[src/rtl/dmem_arb_pkg.sv]
// Shared types and constants for the data-memory arbiter.
// Holds the FSM encoding, master indices and the legal LATENCY range.
package dmem_arb_pkg;

  typedef enum logic [1:0] {
    IDLE = 2'd0,
    WAIT = 2'd1,
    RESP = 2'd2
  } arb_state_e;

  localparam logic M_CPU = 1'b0;
  localparam logic M_LDR = 1'b1;

  localparam int LATENCY_MIN = 1;
  localparam int LATENCY_MAX = 15;
  localparam int CNT_W       = 4;

  // Out-of-range latencies are clamped so the counter can never wrap.
  function automatic int lat_cnt_init(input int lat);
    if (lat < LATENCY_MIN) return 0;
    if (lat > LATENCY_MAX) return LATENCY_MAX - 1;
    return lat - 1;
  endfunction

endpackage

[src/rtl/rr_pick2.sv]
// Two-way round-robin picker: a lone requester wins; on a tie the master
// that was not granted last time wins.
module rr_pick2 (
  input  logic [1:0] req,
  input  logic       last_gnt,
  output logic       gnt_valid,
  output logic       gnt_idx
);

  always_comb begin
    gnt_valid = |req;
    if (req == 2'b11) gnt_idx = ~last_gnt;
    else              gnt_idx = req[1];
  end

endmodule

[src/rtl/dmem_arbiter.sv]
// Two-master arbiter and access sequencer for the single-port data memory.
// Serialises CPU (m0) and loader (m1) accesses and stalls the CPU while its access is pending.
//
// state | meaning
// IDLE  | sample requests, grant one, launch its memory command
// WAIT  | hold the memory command for LATENCY cycles, capture read data on the last one
// RESP  | one-cycle acknowledge to the grantee, requests ignored
module dmem_arbiter
  import dmem_arb_pkg::*;
#(
  parameter int LATENCY = 1,
  parameter int ADDR_W  = 32,
  parameter int DATA_W  = 32
) (
  input  logic              clk,
  input  logic              rstn,
  input  logic              m0_req,
  input  logic              m0_we,
  input  logic [ADDR_W-1:0] m0_addr,
  input  logic [DATA_W-1:0] m0_wdata,
  output logic              m0_ack,
  output logic [DATA_W-1:0] m0_rdata,
  input  logic              m1_req,
  input  logic              m1_we,
  input  logic [ADDR_W-1:0] m1_addr,
  input  logic [DATA_W-1:0] m1_wdata,
  output logic              m1_ack,
  output logic [DATA_W-1:0] m1_rdata,
  output logic              mem_en,
  output logic              mem_we,
  output logic [ADDR_W-1:0] mem_addr,
  output logic [DATA_W-1:0] mem_wdata,
  input  logic [DATA_W-1:0] mem_rdata,
  output logic              cpu_stall
);

  localparam logic [CNT_W-1:0] CNT_INIT = CNT_W'(lat_cnt_init(LATENCY));

  arb_state_e       state;
  logic [CNT_W-1:0] cnt;
  logic             last_gnt;
  logic             gnt;
  logic             gnt_valid;
  logic             gnt_idx;

  rr_pick2 u_pick (
    .req       ({m1_req, m0_req}),
    .last_gnt  (last_gnt),
    .gnt_valid (gnt_valid),
    .gnt_idx   (gnt_idx)
  );

  assign cpu_stall = m0_req & ~m0_ack;

  always_ff @(posedge clk or negedge rstn) begin
    if (!rstn) begin
      state     <= IDLE;
      cnt       <= '0;
      last_gnt  <= M_LDR;
      gnt       <= M_CPU;
      mem_en    <= 1'b0;
      mem_we    <= 1'b0;
      mem_addr  <= '0;
      mem_wdata <= '0;
      m0_ack    <= 1'b0;
      m1_ack    <= 1'b0;
      m0_rdata  <= '0;
      m1_rdata  <= '0;
    end else begin
      m0_ack <= 1'b0;
      m1_ack <= 1'b0;
      unique case (state)
        IDLE: begin
          if (gnt_valid) begin
            state    <= WAIT;
            gnt      <= gnt_idx;
            last_gnt <= gnt_idx;
            cnt      <= CNT_INIT;
            mem_en   <= 1'b1;
            if (gnt_idx == M_LDR) begin
              mem_we    <= m1_we;
              mem_addr  <= m1_addr;
              mem_wdata <= m1_wdata;
            end else begin
              mem_we    <= m0_we;
              mem_addr  <= m0_addr;
              mem_wdata <= m0_wdata;
            end
          end
        end
        WAIT: begin
          if (cnt != '0) begin
            cnt <= cnt - CNT_W'(1);
          end else begin
            // Writes return zero so a stale read value never looks fresh.
            if (gnt == M_LDR) begin
              m1_rdata <= mem_we ? '0 : mem_rdata;
              m1_ack   <= 1'b1;
            end else begin
              m0_rdata <= mem_we ? '0 : mem_rdata;
              m0_ack   <= 1'b1;
            end
            mem_en    <= 1'b0;
            mem_we    <= 1'b0;
            mem_addr  <= '0;
            mem_wdata <= '0;
            state     <= RESP;
          end
        end
        RESP:    state <= IDLE;
        default: state <= IDLE;
      endcase
    end
  end

endmodule

[config.mk]
export PLATFORM = sky130hd
export DESIGN_NAME = dmem_arbiter
export DESIGN_NICKNAME = d
export VERILOG_FILES = /design/src/rtl/dmem_arb_pkg.sv /design/src/rtl/rr_pick2.sv /design/src/rtl/dmem_arbiter.sv
export SDC_FILE = /design/constraint.sdc
export NUM_CORES = 1
export LEC_CHECK = 0
export CAP_MARGIN = 20
export CORE_UTILIZATION = 45
export CTS_BUF_LIST = sky130_fd_sc_hd__clkbuf_16
export DETAILED_ROUTE_END_ITERATION = 10
export PLACE_DENSITY = 0.87
export SETUP_SLACK_MARGIN = 0.1
export SLEW_MARGIN = 40
export SYNTH_ARGS = -nofsm -noshare
export SYNTH_HDL_FRONTEND = slang
export SYNTH_SLANG_ARGS = --single-unit
[constraint.sdc]
create_clock -name clk -period 3 [get_ports clk]
set_clock_uncertainty 0.2 [all_clocks]
set_input_delay 0.6 -clock clk [delete_from_list [all_inputs] [get_ports clk]]
set_output_delay 0.6 -clock clk [all_outputs]
set_load 0.01 [all_outputs]
==> results of run 1 <==
-- state kept, by name (all words and copies together), names as in the netlist --
signal,count
m0_rdata,32
m1_rdata,32
mem_addr,32
mem_wdata,32
cnt,4
state,2
gnt,1
last_gnt,1
m0_ack,1
m1_ack,1
mem_en,1
mem_we,1
-- cell type report --
cell class / count / area (um2) / area share, %
clock buffers: 17 / 425 / 4.21
clock inverters: 15 / 181 / 1.79
inverters: 4 / 15.0 / 0.149
multi-input cells: 324 / 2600 / 25.7
flip-flops and latches: 140 / 3500 / 34.7
well taps: 176 / 220 / 2.18
repair buffers: 315 / 3160 / 31.3
-- worst max-delay path by stage --
stage,cells after the start,slack (ns),endpoint,from
2_1_floorplan,6,0.98,m1_rdata[0]$_DFFE_PN0P_,cnt[0]$_DFFE_PN0P_
4_1_cts,3,0.35,cpu_stall,m0_req
3_5_place_dp,3,0.38,cpu_stall,m0_req
6_report,3,0.36,cpu_stall,m0_req
3_3_place_gp,3,0.34,cpu_stall,m0_req
5_1_grt,3,0.31,cpu_stall,m0_req
-- metrics by stage --
step                      setup slack [ns]  hold slack [ns]
after detailed placement             0.381            0.283
after floorplan                      0.981            0.104
final                                0.358            0.301
after global routing                 0.314            0.314
after CTS                            0.354            0.302
after global placement               0.345            0.268
-- cells in the final DEF (no fill, tap or decap), drive strengths merged, types with 3 or more instances in the layout --
cell type	count
nor2	5
o21ai	68
buf	17
inv	6
nor2b	34
mux2i	66
clkdlybuf4s50	297
clkinv	6
bufinv	4
clkbuf	17
mux2	65
clkinvlp	3
o22ai	66
dfrtp	139
-- power breakdown --
part	leakage [nW]	total (mW)	internal, mW	switching (mW)
Combinational	2.15	4.87	2.63	2.24
Sequential	1.75	3.28	2.77	0.506
Clock	0.296	2.14	1.37	0.764
Total	4.20	10.3	6.78	3.51
-- per-layer routing --
metal  share of wire (%)  wire length (um)
met1                  39              7230
met2                  53              9870
met3                 7.0              1320
met4                 1.8               337
met5                   0                 0
-- worst register-to-register path: cells and delay by family (launching register included) --
kind / cells / cell delay [ns]
buffers and inverters: 2 / 0.54
and+or+nand+nor: 2 / 0.41
muxes: 1 / 0.41
DFF: 1 / 0.39
adders and majority gates: 1 / 0.25
-- cells by family after synthesis --
logic type	synth area share [%]
fa+ha+maj	0.396
flops	55.5
buf+inv	3.94
compound gates	12.6
mux	22.1
simple gates	5.47
==> parameters.txt, run 1 <==
Parameter                              Value

Status
  Result of the run ... completed

Cells and area
  Final instance area ... about 10,000 um2
  Final nets ... 970
  Total of fill cells in the finished design ... between 800 and 900
  Final core area utilization ... 75.1%
  Fin cells ... between 900 and 1,000
  Signed area change from the synthesized netlist to the final layout ... 60.1%
  Number of antenna repair diodes ... 0
  Share of post-route cells with drive strength above 1 ... ~14%

Power and ir drop
  Worst IR Drop VDD ... between 0.0005 and 0.0006 V
  Total power ... 10.3 mW
  Static power due to leakage ... 4.20 nW
  Pwr per Cell Area ... slightly above 1000 nW/um2

Worst setup path
  Worst flop-to-flop path startpoint ... cnt[0]$_DFFE_PN0P_
  Buffers plus inverters on the worst setup path ... 2
  Crit path arrival time ... between 1.5 and 2 ns
  Element type at the critical path end ... primary output
  Maximum fanout count along the critical path ... 2
  Cell repeated most along the worst path ... sky130_fd_sc_hd__clkdlybuf4s50_1
  Reg-to-Reg End ... m1_rdata[1]$_DFFE_PN0P_
  Slack of the worst reg-to-reg path ... just under 0.7 ns
  CP required ... about 2.2 ns
  Worst setup path class ... primary input to primary output
  Crit start category ... primary input
  Critical path cell sequence ... clkdlybuf4s50_1, nor2b_1, clkdlybuf4s50_1
  R2R depth ... 6
  Cell type of the slowest stage on the worst timing path ... sky130_fd_sc_hd__clkdlybuf4s50_1
  Critical path's largest stage delay ... 0.56 ns
  CP delay by family, top ... buffers and inverters

CTS
  Max Buffers Root-to-Sink ... 2
  Post_cts resized ... 0
  Number of buffers inserted during clock tree synthesis ... 17
  Post-CTS setup buffer count ... 0
  Clock Root Buffer ... sky130_fd_sc_hd__clkbuf_16
  Post-cts hold buffer count ... 1
  # H-tree levels ... 4
  Insertion delay to the later sink of the worst-skew pair ... 0.41 ns
  Register clock-pin slew on the reported worst setup and hold paths ... roughly 0.06 ns
  TritonCTS clock tree ... done
  Num Clock Sinks ... 140

Routing
  DRC viols ... 0
  Drt wl/cell ... about 19 um
  Overall via count from detail_route ... roughly 5,300
  Antenna violation net count after detailed routing ... 0
  Post-detailed-route via-to-cell ratio ... around 5.3
  First-iteration detailed-routing DRC count ... about 300
  Length of the first detailed-routing pass in iterations ... 4
  Final Routed Wirelength ... ~19,000 um

Floorplan
  Horizontal die dimension ... about 120 um
  Effective utilization at floorplan ... between 40% and 50%
  Overall die area ... between 10,000 and 15,000 um2
  I/O pin total ... around 300
  Core outline area ... 13,500 um2
  Die Y-Extent ... 120 um
  Row Count ... 42

Synthesis
  Leading cell types by count after synthesis ... sky130_fd_sc_hd__dfrtp_1 (139), sky130_fd_sc_hd__o21ai_0 (67), sky130_fd_sc_hd__mux2i_1 (66), sky130_fd_sc_hd__o22ai_1 (66), sky130_fd_sc_hd__mux2_2 (60)
  Average instance area after synthesis ... ~12 um2
  Cell accounting for the most synthesized area ... sky130_fd_sc_hd__dfrtp_1
  Top FF cell, synth ... sky130_fd_sc_hd__dfrtp_1
  Area fraction of the dominant cell type after synthesis ... a little under three fifths
  Synthesized area ... about 6300 um2
  Cell with the most instances after synthesis ... sky130_fd_sc_hd__dfrtp_1
  Largest cells by area after synthesis ... sky130_fd_sc_hd__dfrtp_1 (55%), sky130_fd_sc_hd__mux2_2 (11%), sky130_fd_sc_hd__mux2i_1 (10%), sky130_fd_sc_hd__o22ai_1 (6.5%), sky130_fd_sc_hd__o21ai_0 (5.3%)
  Async set or reset register ratio after synthesis ... between 90% and 100%
  Register area share after synthesis ... between 50% and 60%
  Cell variety after synth ... 32
  Number of synthesized flops with an enable pin ... 0
  Post-synthesis sequential element count ... between 100 and 150
  Number of instances in the synthesized netlist ... between 500 and 600
  Synth Net Count ... a little under 700
  Yosys warning total ... 0

Placement
  Number of I/O port buffers ... between 200 and 300
  Final estimated routing congestion in global placement ... between 0.7 and 0.8
  Count of placed standard cells including taps ... 958
  Post-detailed-placement cell area ... 9490 um2
  HPWL after DPL ... roughly 13,000 um

Min path
  Hold Path Depth ... 1
  Class of the worst hold path ... flop to flop
  Launch point of the worst hold path ... m0_rdata[1]$_DFFE_PN0P_
  Worst-case hold path end point ... m0_rdata[1]$_DFFE_PN0P_

STA
  Final-report hold violation count ... 0
  Pins Over Slew Limit ... 0
  Setup-failing EPs final ... 0
  Normalized max-slew margin ... around three fifths
  Minimum clock period after layout ... 2.64 ns
  Fin crit share ... 88.1%
  Total Neg Setup Slack ... 0 ns
  Highest clock rate ... about 0.38 GHz
  Slew at the pin with the worst max-slew slack ... around 0.58 ns
  RSZ-0062 raised after global routing ... false

GRT
  Number of global-route vias before repair ... ~5,700
  Global-route wire length before repair ... just under 30,000 um
  Total global routing track utilization ... between 20% and 30%
  Met1 demand-to-capacity share in global routing ... 29.8%
  Met2 global-route usage ... between 40 and 50%
  Initial antenna violation count ... 0
  GRT met3 Usage ... under 10%
  Layer with the highest usage after global routing ... met2
  Grt ovf ... 0
  Pin count of the biggest net entering global routing ... roughly 70

Job
  Max Cap Viol ... 0
(Power assumes the default switching activity.)
==> inputs of run 2 (changes only) <==
Settings changed: ABC_AREA set to 0.
==> results of run 2 <==
No change in the layout: final DEF, timing and power equal those of run 1.
==> inputs of run 3 (changes only) <==
Settings changed: CELL_PAD_IN_SITES_DETAIL_PLACEMENT set to 2, CELL_PAD_IN_SITES_GLOBAL_PLACEMENT set to 2, CORE_UTILIZATION 45 to 41, DONT_BUFFER_PORTS set to 1, PLACE_DENSITY 0.87 to not set, PLACE_DENSITY_LB_ADDON set to 0.1.
==> run 3 against run 2 <==
Compared with the run above:
- the run now ends with negative hold slack left
- largest power group is now sequential cells
- hold slack worse by 0.62 ns
- clock-buffer cell count stayed put
- sequential share of layout area is 15 points higher
- non-clock buffer count is 303 lower
- final cell count is 30% lower
- global-route usage is 4.6 points lower
- register-to-register slack hardly changed
- combinational power is 49% lower
- setup slack better by 0.34 ns
- clock power is 6% lower
- first-iteration DRC count is 47% lower
==> parameters.txt, run 3 (synthesized netlist as in run 1, its figures left out) <==
Parameter                              Value

Job
  Max Cap Viol ... 0 (unchanged)

Min path
  Class of the worst hold path ... primary input to asynchronous set/reset pin

GRT
  Total global routing track utilization ... 21.8% (-4.6 points)
  Number of global-route vias before repair ... 4,612 (-19%)
  GRT met3 Usage ... 7.99% (+1.0 points)
  Grt ovf ... 0 (unchanged)
  Met2 global-route usage ... 38.8% (-8.9 points)
  Initial antenna violation count ... 1 (+1)
  Layer with the highest usage after global routing ... met2
  Met1 demand-to-capacity share in global routing ... 23.8% (-5.9 points)
  Global-route wire length before repair ... 26,500 um (-10%)
  Pin count of the biggest net entering global routing ... 141 (+110%)

Cells and area
  Final nets ... 667 (-31%)
  Final core area utilization ... 47.6% (-28 points)
  Total of fill cells in the finished design ... 1,467 (+70%)
  Fin cells ... 697 (-30%)
  Commonest non-fill, non-tap cell in the layout ... sky130_fd_sc_hd__dfrtp_1
  Share of post-route cells with drive strength above 1 ... 21.9% (+7.9 points)
  Top library cells by usage in the layout, fill and taps aside ... sky130_fd_sc_hd__dfrtp_1 (138), sky130_fd_sc_hd__o21ai_0 (67), sky130_fd_sc_hd__mux2i_1 (66), sky130_fd_sc_hd__o22ai_1 (66), sky130_fd_sc_hd__mux2_2 (60)
  Signed area change from the synthesized netlist to the final layout ... 11.3%

CTS
  Number of buffers inserted during clock tree synthesis ... 17 (unchanged)
  # H-tree levels ... 4 (unchanged)
  TritonCTS clock tree ... done
  Max Buffers Root-to-Sink ... 2 (unchanged)
  Clock Root Buffer ... sky130_fd_sc_hd__clkbuf_16
  Insertion delay to the later sink of the worst-skew pair ... 0.41 ns (about the same)
  Post-CTS setup buffer count ... 0 (unchanged)
  Register clock-pin slew on the reported worst setup and hold paths ... 0.06 ns (about the same)
  Num Clock Sinks ... 140 (unchanged)

Power and ir drop
  Worst IR Drop VDD ... 0.000422 V (-20%)
  Pwr per Cell Area ... 1190 nW/um2 (+17%)
  Sequential share of power ... 46.4% (+14 points)
  Net switching share of the total power ... 38.9% (+4.8 points)
  Static power due to leakage ... 3.00 nW (-29%)
  Cell internal pwr ... 5.12 mW (-24%)
  Net Switching ... 3.26 mW (-7.1%)
  Clock Power Share ... 24.1% (+3.3 points)
  Fraction of power consumed by combinational cells ... 29.5% (-18 points)

Floorplan
  I/O pin total ... 299 (unchanged)
  Die Y-Extent ... 126 um (+4.7%)
  Effective utilization at floorplan ... 42.8% (-4.1 points)
  Core outline area ... 14,800 um2 (+9.7%)
  Overall die area ... 15,900 um2 (+9.6%)
  Row Count ... 44 (+4.8%)
  Horizontal die dimension ... 126 um (+4.7%)

Routing
  First-iteration detailed-routing DRC count ... 158 (-47%)
  DRC viols ... 0 (unchanged)
  Antenna violation net count after detailed routing ... 0 (unchanged)
  Post-detailed-route via-to-cell ratio ... 6.00 (+12%)
  Final Routed Wirelength ... 17,000 um (-9.4%)
  Overall via count from detail_route ... 4,182 (-21%)
  Drt wl/cell ... 24.4 um (+29%)
  Length of the first detailed-routing pass in iterations ... 4 (unchanged)

Worst setup path
  CP required ... 3.09 ns (+0.89 ns)
  Crit start category ... flop
  Critical path's largest stage delay ... 0.43 ns (-0.13 ns)
  Maximum fanout count along the critical path ... 33 (+31)
  Cell type of the slowest stage on the worst timing path ... sky130_fd_sc_hd__buf_4
  Critical path cell sequence ... inv_1, ha_1, nand4bb_4, nor3b_4, buf_4, mux2_2
  Crit path arrival time ... 2.40 ns (+0.56 ns)
  Element type at the critical path end ... flop
  Worst setup path class ... flop to flop

STA
  Fin crit share ... 76.9% (-11 points)
  Normalized max-slew margin ... 60.0% (-1.6 points)
  Minimum clock period after layout ... 2.31 ns (-0.336 ns)
  Highest clock rate ... 0.434 GHz (+15%)
  RSZ-0062 raised after global routing ... false
  Final-report hold violation count ... 140 (+140)
  Setup-failing EPs final ... 0 (unchanged)
  Tightest hold margin ... -0.319 ns (-0.620 ns)
  Pins Over Slew Limit ... 0 (unchanged)
  Total Neg Setup Slack ... 0 ns (unchanged)
  Slew at the pin with the worst max-slew slack ... 0.600 ns (+0.0244 ns)

Placement
  Final estimated routing congestion in global placement ... 0.726 (-4.2%)
  Number of I/O port buffers ... 0 (-100%)
  Count of placed standard cells including taps ... 664 (-31%)
  HPWL after DPL ... 11,400 um (-13%)

Status
  Failing checks ... negative hold slack
  Result of the run ... complete, but fails checks
## run 3: area by class of cell
type	count	area [um2]	share of cell area, %
Sequential cell	140	3510	49.9
Timing Repair Buffer	12	103	1.46
Clock inverter	15	149	2.12
Inverter	4	15.0	0.214
Tap cell	184	230	3.28
Antenna cell	1	2.50	0.0356
Clock buffer	17	425	6.05
Multi-Input combinational cell	324	2600	37.0
## run 3: per-stage QoR
step	setup slack (ns)	power [mW]	hold WS (ns)	area, um2
5_1_grt	0.559	8.92	-0.341	7030
3_3_place_gp	0.769	6.25	0.107	6450
3_5_place_dp	0.684	6.45	0.107	6450
6_report	0.694	8.38	-0.319	7030
4_1_cts	0.665	8.53	-0.344	7020
2_1_floorplan	0.981	5.64	0.104	6310
## run 3: path summary, 6_finish.rpt
check,start,endpoint,slack (ns),cells after the start
worst max-delay path,cnt[0]$_DFFE_PN0P_,m1_rdata[8]$_DFFE_PN0P_,0.69,6
worst min-delay path,rstn,m0_rdata[16]$_DFFE_PN0P_,-0.32,0
worst max register to register,cnt[0]$_DFFE_PN0P_,m1_rdata[8]$_DFFE_PN0P_,0.69,6
worst min register to register,cnt[3]$_DFFE_PN0P_,cnt[3]$_DFFE_PN0P_,0.34,1
max in group asynchronous,rstn,last_gnt$_DFFE_PN1P_,2.64,0
min in group clk,m0_req,last_gnt$_DFFE_PN1P_,0.06,1
## run 3: power by group through the flow
stage	Sequential, mW	Clock, mW	Combinational [mW]
floorplan	3.59	0	2.05
global placement	3.91	0	2.34
detailed placement	3.94	0	2.51
CTS	3.92	2.08	2.53
global route	4.02	2.14	2.76
finish	3.89	2.02	2.48
## run 3: repair_timing
action                     in CTS  in global routing
setup endpoints to repair       0                  0
gates resized for setup         0                  0
hold endpoints to repair      140                140
## run 3: layer usage
metal / up-vias / wire (um)
li1: 1849 / -
met1: 2132 / 6150
met2: 182 / 9130
met3: 19 / 1460
met4: 0 / 248
met5: - / 0
## run 3: worst max-delay path, delay by kind of cell, from the launching register on
family | cells | cell delay, ns
muxes | 1 | 0.39
buffers and inverters | 2 | 0.54
and+or+nand+nor | 2 | 0.41
DFF | 1 | 0.39
adders and majority gates | 1 | 0.24
